### src/rtl/mips_pkg.sv
// Shared encodings for the pipelined MIPS integer core: opcode/funct values,
// instruction field positions and the internal ALU operation set.
package mips_pkg;

    localparam logic [5:0] OP_RTYPE = 6'h00;
    localparam logic [5:0] OP_ADDI  = 6'h08;
    localparam logic [5:0] OP_ANDI  = 6'h0C;
    localparam logic [5:0] OP_ORI   = 6'h0D;
    localparam logic [5:0] OP_XORI  = 6'h0E;
    localparam logic [5:0] OP_LUI   = 6'h0F;

    localparam logic [5:0] FN_ADD = 6'h20;
    localparam logic [5:0] FN_SUB = 6'h22;
    localparam logic [5:0] FN_AND = 6'h24;
    localparam logic [5:0] FN_OR  = 6'h25;
    localparam logic [5:0] FN_XOR = 6'h26;
    localparam logic [5:0] FN_SLT = 6'h2A;

    localparam int OP_LSB  = 26;
    localparam int OP_W    = 6;
    localparam int RS_LSB  = 21;
    localparam int RT_LSB  = 16;
    localparam int RD_LSB  = 11;
    localparam int FN_LSB  = 0;
    localparam int FN_W    = 6;
    localparam int IMM_LSB = 0;
    localparam int IMM_W   = 16;

    // ALU_PASSB forwards operand B unchanged; LUI prepares its value in decode.
    typedef enum logic [2:0] {
        ALU_ADD,
        ALU_SUB,
        ALU_AND,
        ALU_OR,
        ALU_XOR,
        ALU_SLT,
        ALU_PASSB
    } alu_op_e;

endpackage

### src/rtl/mips_pipe_regfile.sv
// Register file: two combinational reads, one synchronous write, r0 hard-wired
// to zero, and the same-cycle write value bypassed to the read ports.
module mips_pipe_regfile #(
    parameter int DATA_W  = 32,
    parameter int REG_NUM = 32
) (
    input  logic                       clk_i,
    input  logic                       we_i,
    input  logic [$clog2(REG_NUM)-1:0] waddr_i,
    input  logic [DATA_W-1:0]          wdata_i,
    input  logic [$clog2(REG_NUM)-1:0] raddr_a_i,
    input  logic [$clog2(REG_NUM)-1:0] raddr_b_i,
    output logic [DATA_W-1:0]          rdata_a_o,
    output logic [DATA_W-1:0]          rdata_b_o
);

    logic [DATA_W-1:0] mem_q [REG_NUM];

    always_ff @(posedge clk_i) begin
        if (we_i && waddr_i != '0) begin
            mem_q[waddr_i] <= wdata_i;
        end
    end

    assign rdata_a_o = (raddr_a_i == '0)                   ? '0      :
                       (we_i && waddr_i == raddr_a_i)      ? wdata_i :
                                                             mem_q[raddr_a_i];
    assign rdata_b_o = (raddr_b_i == '0)                   ? '0      :
                       (we_i && waddr_i == raddr_b_i)      ? wdata_i :
                                                             mem_q[raddr_b_i];

endmodule

### src/rtl/mips_pipe_core.sv
// Four-stage (fetch, decode, execute, writeback) in-order MIPS integer core,
// ALU subset only, with full forwarding and fetch stalls on ROM not-ready.
module mips_pipe_core
    import mips_pkg::*;
#(
    parameter int              DATA_W   = 32,
    parameter int              REG_NUM  = 32,
    parameter int              PC_W     = 32,
    parameter logic [PC_W-1:0] RESET_PC = '0
) (
    input  logic                       clk,
    input  logic                       rst,
    input  logic [31:0]                inst,
    input  logic                       romReady,
    output logic                       romCe,
    output logic [PC_W-1:0]            pc,
    output logic                       dbgWe,
    output logic [$clog2(REG_NUM)-1:0] dbgWAddr,
    output logic [DATA_W-1:0]          dbgWData
);

    localparam int AW = $clog2(REG_NUM);

    logic [PC_W-1:0]   pc_q, pc_d;
    logic              d_vld_q, d_vld_d;
    logic [31:0]       d_inst_q;
    logic              e_we_q, e_we_d;
    logic [AW-1:0]     e_waddr_q, e_waddr_d;
    alu_op_e           e_op_q, e_op_d;
    logic [DATA_W-1:0] e_a_q, e_a_d, e_b_q, e_b_d;
    logic              w_we_q;
    logic [AW-1:0]     w_waddr_q;
    logic [DATA_W-1:0] w_data_q;

    logic [OP_W-1:0]   op;
    logic [FN_W-1:0]   fn;
    logic [IMM_W-1:0]  imm;
    logic [AW-1:0]     rs, rt, rd;
    logic [DATA_W-1:0] rf_a, rf_b, rs_val, rt_val, alu_res;

    assign romCe    = ~rst;
    assign pc       = pc_q;
    assign dbgWe    = w_we_q;
    assign dbgWAddr = w_waddr_q;
    assign dbgWData = w_data_q;

    assign pc_d    = romReady ? pc_q + PC_W'(4) : pc_q;
    assign d_vld_d = romReady;

    assign op  = d_inst_q[OP_LSB +: OP_W];
    assign fn  = d_inst_q[FN_LSB +: FN_W];
    assign imm = d_inst_q[IMM_LSB +: IMM_W];
    assign rs  = d_inst_q[RS_LSB +: AW];
    assign rt  = d_inst_q[RT_LSB +: AW];
    assign rd  = d_inst_q[RD_LSB +: AW];

    // A write in flight at a reset edge belongs to a discarded instruction.
    mips_pipe_regfile #(
        .DATA_W  (DATA_W),
        .REG_NUM (REG_NUM)
    ) u_rf (
        .clk_i     (clk),
        .we_i      (w_we_q & ~rst),
        .waddr_i   (w_waddr_q),
        .wdata_i   (w_data_q),
        .raddr_a_i (rs),
        .raddr_b_i (rt),
        .rdata_a_o (rf_a),
        .rdata_b_o (rf_b)
    );

    // E-stage result takes priority; W and the array are resolved in the regfile.
    assign rs_val = (e_we_q && e_waddr_q == rs) ? alu_res : rf_a;
    assign rt_val = (e_we_q && e_waddr_q == rt) ? alu_res : rf_b;

    always_comb begin
        e_we_d    = 1'b0;
        e_waddr_d = rt;
        e_op_d    = ALU_ADD;
        e_a_d     = rs_val;
        e_b_d     = rt_val;
        case (op)
            OP_RTYPE: begin
                e_waddr_d = rd;
                e_we_d    = 1'b1;
                case (fn)
                    FN_ADD:  e_op_d = ALU_ADD;
                    FN_SUB:  e_op_d = ALU_SUB;
                    FN_AND:  e_op_d = ALU_AND;
                    FN_OR:   e_op_d = ALU_OR;
                    FN_XOR:  e_op_d = ALU_XOR;
                    FN_SLT:  e_op_d = ALU_SLT;
                    default: e_we_d = 1'b0;
                endcase
            end
            OP_ADDI: begin e_we_d = 1'b1; e_op_d = ALU_ADD; e_b_d = DATA_W'($signed(imm)); end
            OP_ANDI: begin e_we_d = 1'b1; e_op_d = ALU_AND; e_b_d = DATA_W'(imm); end
            OP_ORI:  begin e_we_d = 1'b1; e_op_d = ALU_OR;  e_b_d = DATA_W'(imm); end
            OP_XORI: begin e_we_d = 1'b1; e_op_d = ALU_XOR; e_b_d = DATA_W'(imm); end
            OP_LUI:  begin e_we_d = 1'b1; e_op_d = ALU_PASSB; e_b_d = DATA_W'({imm, 16'h0000}); end
            default: ;
        endcase
        if (!d_vld_q || e_waddr_d == '0) begin
            e_we_d = 1'b0;
        end
    end

    always_comb begin
        alu_res = '0;
        case (e_op_q)
            ALU_ADD:   alu_res = e_a_q + e_b_q;
            ALU_SUB:   alu_res = e_a_q - e_b_q;
            ALU_AND:   alu_res = e_a_q & e_b_q;
            ALU_OR:    alu_res = e_a_q | e_b_q;
            ALU_XOR:   alu_res = e_a_q ^ e_b_q;
            ALU_SLT:   alu_res = DATA_W'($signed(e_a_q) < $signed(e_b_q));
            ALU_PASSB: alu_res = e_b_q;
            default:   ;
        endcase
    end

    always_ff @(posedge clk) begin
        if (rst) begin
            pc_q      <= RESET_PC;
            d_vld_q   <= 1'b0;
            e_we_q    <= 1'b0;
            w_we_q    <= 1'b0;
            w_waddr_q <= '0;
            w_data_q  <= '0;
        end else begin
            pc_q      <= pc_d;
            d_vld_q   <= d_vld_d;
            e_we_q    <= e_we_d;
            w_we_q    <= e_we_q;
            w_waddr_q <= e_waddr_q;
            w_data_q  <= alu_res;
        end
    end

    // Datapath payload is qualified by the valid/write bits above.
    always_ff @(posedge clk) begin
        d_inst_q  <= inst;
        e_waddr_q <= e_waddr_d;
        e_op_q    <= e_op_d;
        e_a_q     <= e_a_d;
        e_b_q     <= e_b_d;
    end

endmodule

### config.mk
export PLATFORM = sky130hd
export DESIGN_NAME = mips_pipe_core
export DESIGN_NICKNAME = d
export VERILOG_FILES = /design/src/rtl/mips_pkg.sv /design/src/rtl/mips_pipe_regfile.sv /design/src/rtl/mips_pipe_core.sv
export SDC_FILE = /design/constraint.sdc
export NUM_CORES = 2
export LEC_CHECK = 0
export ABC_CLOCK_PERIOD_IN_PS = 6800
export BUFFER_PORTS_ARGS = -buffer_cell sky130_fd_sc_hd__buf_2
export CAP_MARGIN = 40
export CORE_ASPECT_RATIO = 0.6
export CORE_UTILIZATION = 32
export DETAILED_ROUTE_END_ITERATION = 16
export SLEW_MARGIN = 20
export SYNTH_ARGS = -nofsm -noshare
export SYNTH_HDL_FRONTEND = slang
export SYNTH_SLANG_ARGS = --single-unit
export TNS_END_PERCENT = 1
### constraint.sdc
create_clock -name clk -period 6.8 [get_ports clk]
set_input_delay 2.04 -clock clk [delete_from_list [all_inputs] [get_ports clk]]
set_output_delay 2.04 -clock clk [all_outputs]
set_load 0.005 [all_outputs]
# Yosys cells after proc, flatten, opt, wreduce, memory -nomap -nowiden
# Memory sizes are Yosys's and may differ from the RTL's. A register that Yosys moved wholly into a read port is not among the register bits.
# Index checks and enable logic that the tools add are counted.
# word_totals
ff_bits	176
ram_bits	1024
input_bits	35
memories	1
# op_classes
n_addsub	3
n_lt_le_gt_ge	1
eq_ne	21
n_mux	15
bitwise_logic	5
n_reduce_logical	17
# memory_table
memory	depth	width	rd	rd_ports_with_merged_regs	wr	line_no	text
u_rf.mem_q	32	32	2	2	1	mips_pipe_regfile.sv:17	logic [DATA_W-1:0] mem_q [REG_NUM];
# ops
operator	count
32-bit one-hot mux with 7 select lines	1
32-bit 2-to-1 mux	6
32-bit one-hot mux with 3 select lines	1
6-bit == test (second input constant)	6
32-bit by 3-bit adder with 32-bit output (second input constant)	1
32-bit adder	1
32-bit AND	1
32-bit less-than comparator	1
32-bit OR	1
32-bit subtractor	1
32-bit XOR	1
6-bit by 4-bit == test with 1-bit output (second input constant)	5
3-bit one-hot mux with 5 select lines	2
5-bit == test	4
5-bit zero test	3
3-bit == test (second input constant)	3
3-bit by 2-bit == test with 1-bit output (second input constant)	2
6-bit zero test	1
6-bit OR reduction	1
1-bit logical AND	5
5-bit 2-to-1 mux	1
5-bit nonzero test	1
5-bit OR reduction	1
3-bit by 1-bit == test with 1-bit output (second input constant)	1
9 further kinds	11

# Longest topological paths before layout
# logic_depth
depth_word	7
ltp_mapped	13
ltp_nobuf	12

# Hierarchy
# A second synthesis with hierarchy kept.
# hier_totals
hier_cells	4043
hier_area_um2	59839.9
# modules_own_cells
mod	n_inst	cells_per_inst	area_per_inst_um2	seq_area_each_um2
mips_pipe_regfile	1	2524	47951.0	30749.5
mips_pipe_core	1	1519	11888.9	3483.3

# Worst setup path before layout
# No wires, ideal clock.
# synth_timing
kind	in2reg
start	input rst
end	memory u_rf.mem_q[17][0], enable pin
arrival_time_ps	4887
setup_slack_ps	1452
path_stages	4
path_buffers	1
cell_sequence	clkbuf_1 > nor2b_1 > nand3_1 > nor3_1
# synth_between
elab_chain_len	5
# synth_rtl
element	line_no	text
start: declaration	mips_pipe_core.sv:12	input logic rst,
1-bit inverter	mips_pipe_core.sv:63	.we_i (w_we_q & ~rst),
1-bit AND	mips_pipe_core.sv:63	
1-bit logical AND	mips_pipe_regfile.sv:20	if (we_i && waddr_i != '0) begin
1-bit 2-to-1 mux	mips_pipe_regfile.sv:20	
1-bit 2-to-1 mux (not written as such)	mips_pipe_regfile.sv:21	mem_q[waddr_i] <= wdata_i;
end: declaration	mips_pipe_regfile.sv:17	
# No other way between the ends.

# Final worst setup path
# layout_timing
start	input rst
end	output romCe
# layout_between
elab_chain_len	1
# layout_rtl
element	line_no	text
1-bit inverter	mips_pipe_core.sv:41	assign romCe = ~rst;
end: declaration	mips_pipe_core.sv:15	output logic romCe,
# No other way between the ends.

==> impl_results.md <==
* Sequential cell area fraction in the yosys report at 0.576
* Met1 WL at just under 90,000 µm
* Final instance area at between 60,000 and 70,000 µm²
* Die ar. at approximately 190,000 µm²
* Met3 routed WL at between 20,000 and 30,000 µm
* Multi-input gate area at 24,000 µm²
* Crit path kind: in -> out
* Clock Tree Root: clkbuf_16
* Drt wl/cell at 30.5 µm
* Sequential cell area at roughly 34,000 µm²
* Max-cap viol count at 0
* Initial antenna violation count at 14
* Net Sw Frac at 0.295
* Row cnt at ~120
* Syn Inst Count at around 3,900
* Number of CTS-inserted buffers at 105
* Commonest non-fill, non-tap cells in the layout: edfxtp_1 (1,024), mux4_2 (502), nor2_1 (218)
* Status: complete, no violations
* Setup tns final at 0 ns
* Largest net degree at the start of global routing at 114
* Remaining antenna violation count at 0
* Clk slew on worst S/H paths at roughly 0.06 ns
* CTS Hold Bufs at 0
* Mapped Area at between 50,000 and 60,000 µm²
* Setup Skew at roughly 0.046 ns
* H-Tree Depth at 3
* Vias post-DR at between 30,000 and 40,000
* DR top layer: met5
* Final Cycle Share at 0.742
* CP arrival at 3.01 ns
* Crit start category: primary input
* Max Freq at between 0.15 and 0.2 GHz
* Clock share of power at 0.340
* Post-synthesis register bit count at ~1,200
* Max VDD drop at between 0.0002 and 0.00025 V
* GRT Overall Usage at 0.210
* Worst Path Required at roughly 4.8 ns
* Number of synthesized flops with an enable pin at between 1,000 and 1,500
* Post-synth ARST share at 0
* Initial Util at 0.322
* # nets final at between 4,000 and 5,000
* Hold_ws at approximately 0.51 ns
* Share of cells above drive strength 1 at 0.256
* Worst min-delay path category: reg -> reg
* Placeable core area at roughly 180,000 µm²
* Leak at roughly 0.023 µW
* Die X at around 560 µm
* Final WL at 200,000 µm
* Detail Placement HPWL at approximately 130,000 µm
* Worst slew margin at 0.210
* Final setup fails at 0
* # Post-CTS Setup Buffers at 0
* Dominant synthesized flop cell: edfxtp_1
* DR vias/cell at between 5 and 6
* Clk sinks at ~1,200
* Tightest Pin Transition at about 1.2 ns
* Port bufs at a little over 100
* Post-CTS sizing at 0
* Final core occ at 0.366
* Placer Congestion at 0.987
* RSZ-0062 raised after global routing: no
* Crit. End Element: output pin
* Clock Tree Buf Depth at 3
* Leading cell type in the layout, fill and taps excluded: edfxtp_1
* Slew Viols, Final at 0
* DRC errors left at 0
* Die height at 336 µm
* Placement Cell Area at approximately 64,000 µm²
* Final hold violations at 0
* Layout fillers at around 17,000
* Unique masters post-synth at 84
* P_int at about 13,000 µW
* Total length of routed met2 wires at 78,700 µm
* Global-route wire length before repair at 281,000 µm
* Remaining Overflow, GRT at 0
* DRT iter0 DRCs at 6,200
* Vias in the first global route at approximately 37,000
* Mapped Avg Cell Area at roughly 15 µm²
* Period minus WS final at 5.05 ns
* Share of total power in sequential cells at 0.478
* 1st-pass router iterations at 6
* Synth warn at 0
* Combinational share of power at 0.181
* Insertion delay to the later sink of the worst-skew pair at between 0.7 and 0.8 ns
* I/O pin cnt at approximately 110
* Power per cell area at between 200 and 300 nW/µm²
* CP max FO at 32
* Area Overhead vs Synth at 13.6%
* TritonCTS clock tree: yes
* Sw power at 5390 µW
[stage by stage]
stage / setup slack (ns) / std cells / power (µW)
floorplan: 1.45 / 3894 / 10800
global placement: 1.70 / 6338 / 12100
detailed placement: 1.75 / 6353 / 12100
CTS: 1.75 / 6550 / 18200
global route: 1.68 / 6564 / 18800
finish: 1.75 / 6565 / 18300
[layout make-up]
class / instances / share of cell area
tap: 2480 / 0.0460
clock buffer: 126 / 0.0402
clock inverter: 71 / 0.0117
multi-input combinational: 2298 / 0.355
timing repair buffer: 278 / 0.0333
sequential: 1198 / 0.508
antenna: 1 / 0.0000371
inverter: 113 / 0.00632
[worst max-delay path, stage by stage]
cell and delay [ns]:
buf_2 0.51, inv_1 0.25, buf_2 0.20
[layer usage]
layer,up-vias,track usage
met5,-,0
met4,10,0.0488
met3,279,0.0789
met2,2587,0.275
met1,20500,0.320
li1,16000,-
[final timing paths]
path / startpoint / end / slack [ns] / cells past startpoint
max: rst / romCe / 1.75 / 3
min: pc[15] / pc[15] / 0.51 / 2
max reg2reg: e_b_q[0] / e_a_q[20] / 2.26 / 11
min reg2reg: pc[15] / pc[15] / 0.51 / 2
[power groups by stage]
stage          Combinational [µW]  Clock [µW]  Sequential [µW]
4_1_cts                      3200        6300             8740
3_5_place_dp                 3200           0             8910
3_3_place_gp                 3160           0             8910
2_1_floorplan                1750           0             9010
5_1_grt                      3490        6580             8770
6_report                     3320        6230             8750
[state kept, by name (all words and copies together), names as in the netlist]
register and cells:
e_waddr_q 5, dbgWAddr 5, e_a_q 32, d_inst_q 32, u_rf.mem_q 1024, d_vld_q 1, e_b_q 32, e_we_q 1
dbgWe 1, pc 30, dbgWData 32, e_op_q 3
[cell families (layout without fill, tap and decap cells)]
kind of cell               Yosys count  after routing  share of synthesized area
DFF                               1198           1198                      0.576
buffers and inverters              398            588                     0.0279
xor gates and xnor gates            62             62                    0.00913
AOI/OAI and AO/OA                  740            740                     0.0852
muxes                              738            738                      0.231
and+or+nand+nor                    609            609                     0.0468
adders and majority gates          115            115                     0.0245
other                                1             35                  0.0000631
[cell usage after synthesis (all sizes together) (6+ instances only)]
cell    count  share of area
nand3b      7        0.00088
or3        14         0.0015
xnor2      27         0.0040
nand4      18         0.0019
and3       12         0.0013
mux2i     203          0.034
a22oi      23         0.0029
ha        113          0.024
o32ai       6        0.00088
nand3      33         0.0028
edfxtp   1024           0.52
o22ai      81         0.0086
inv       111         0.0070
o211ai     47         0.0061
a21oi     152          0.013
nor2      241          0.015
nand2     148         0.0094
a221o      10         0.0017
o21bai      8         0.0010
a31oi      13         0.0014
nand2b     22         0.0023
o21a        8         0.0010
nor3       43         0.0037
and2        7        0.00074
a211oi     38         0.0048
nor4       19         0.0020
mux2       33         0.0062
o221ai     21         0.0031
o31ai      16         0.0021
mux4      502           0.19
clkbuf    169          0.011
a221oi     98          0.014
buf       116          0.010
o21ai     136          0.011
a21o       17         0.0021
nor2b      29         0.0031
dfxtp     174          0.059
xor2       35         0.0052
(Power assumes the default switching activity.)
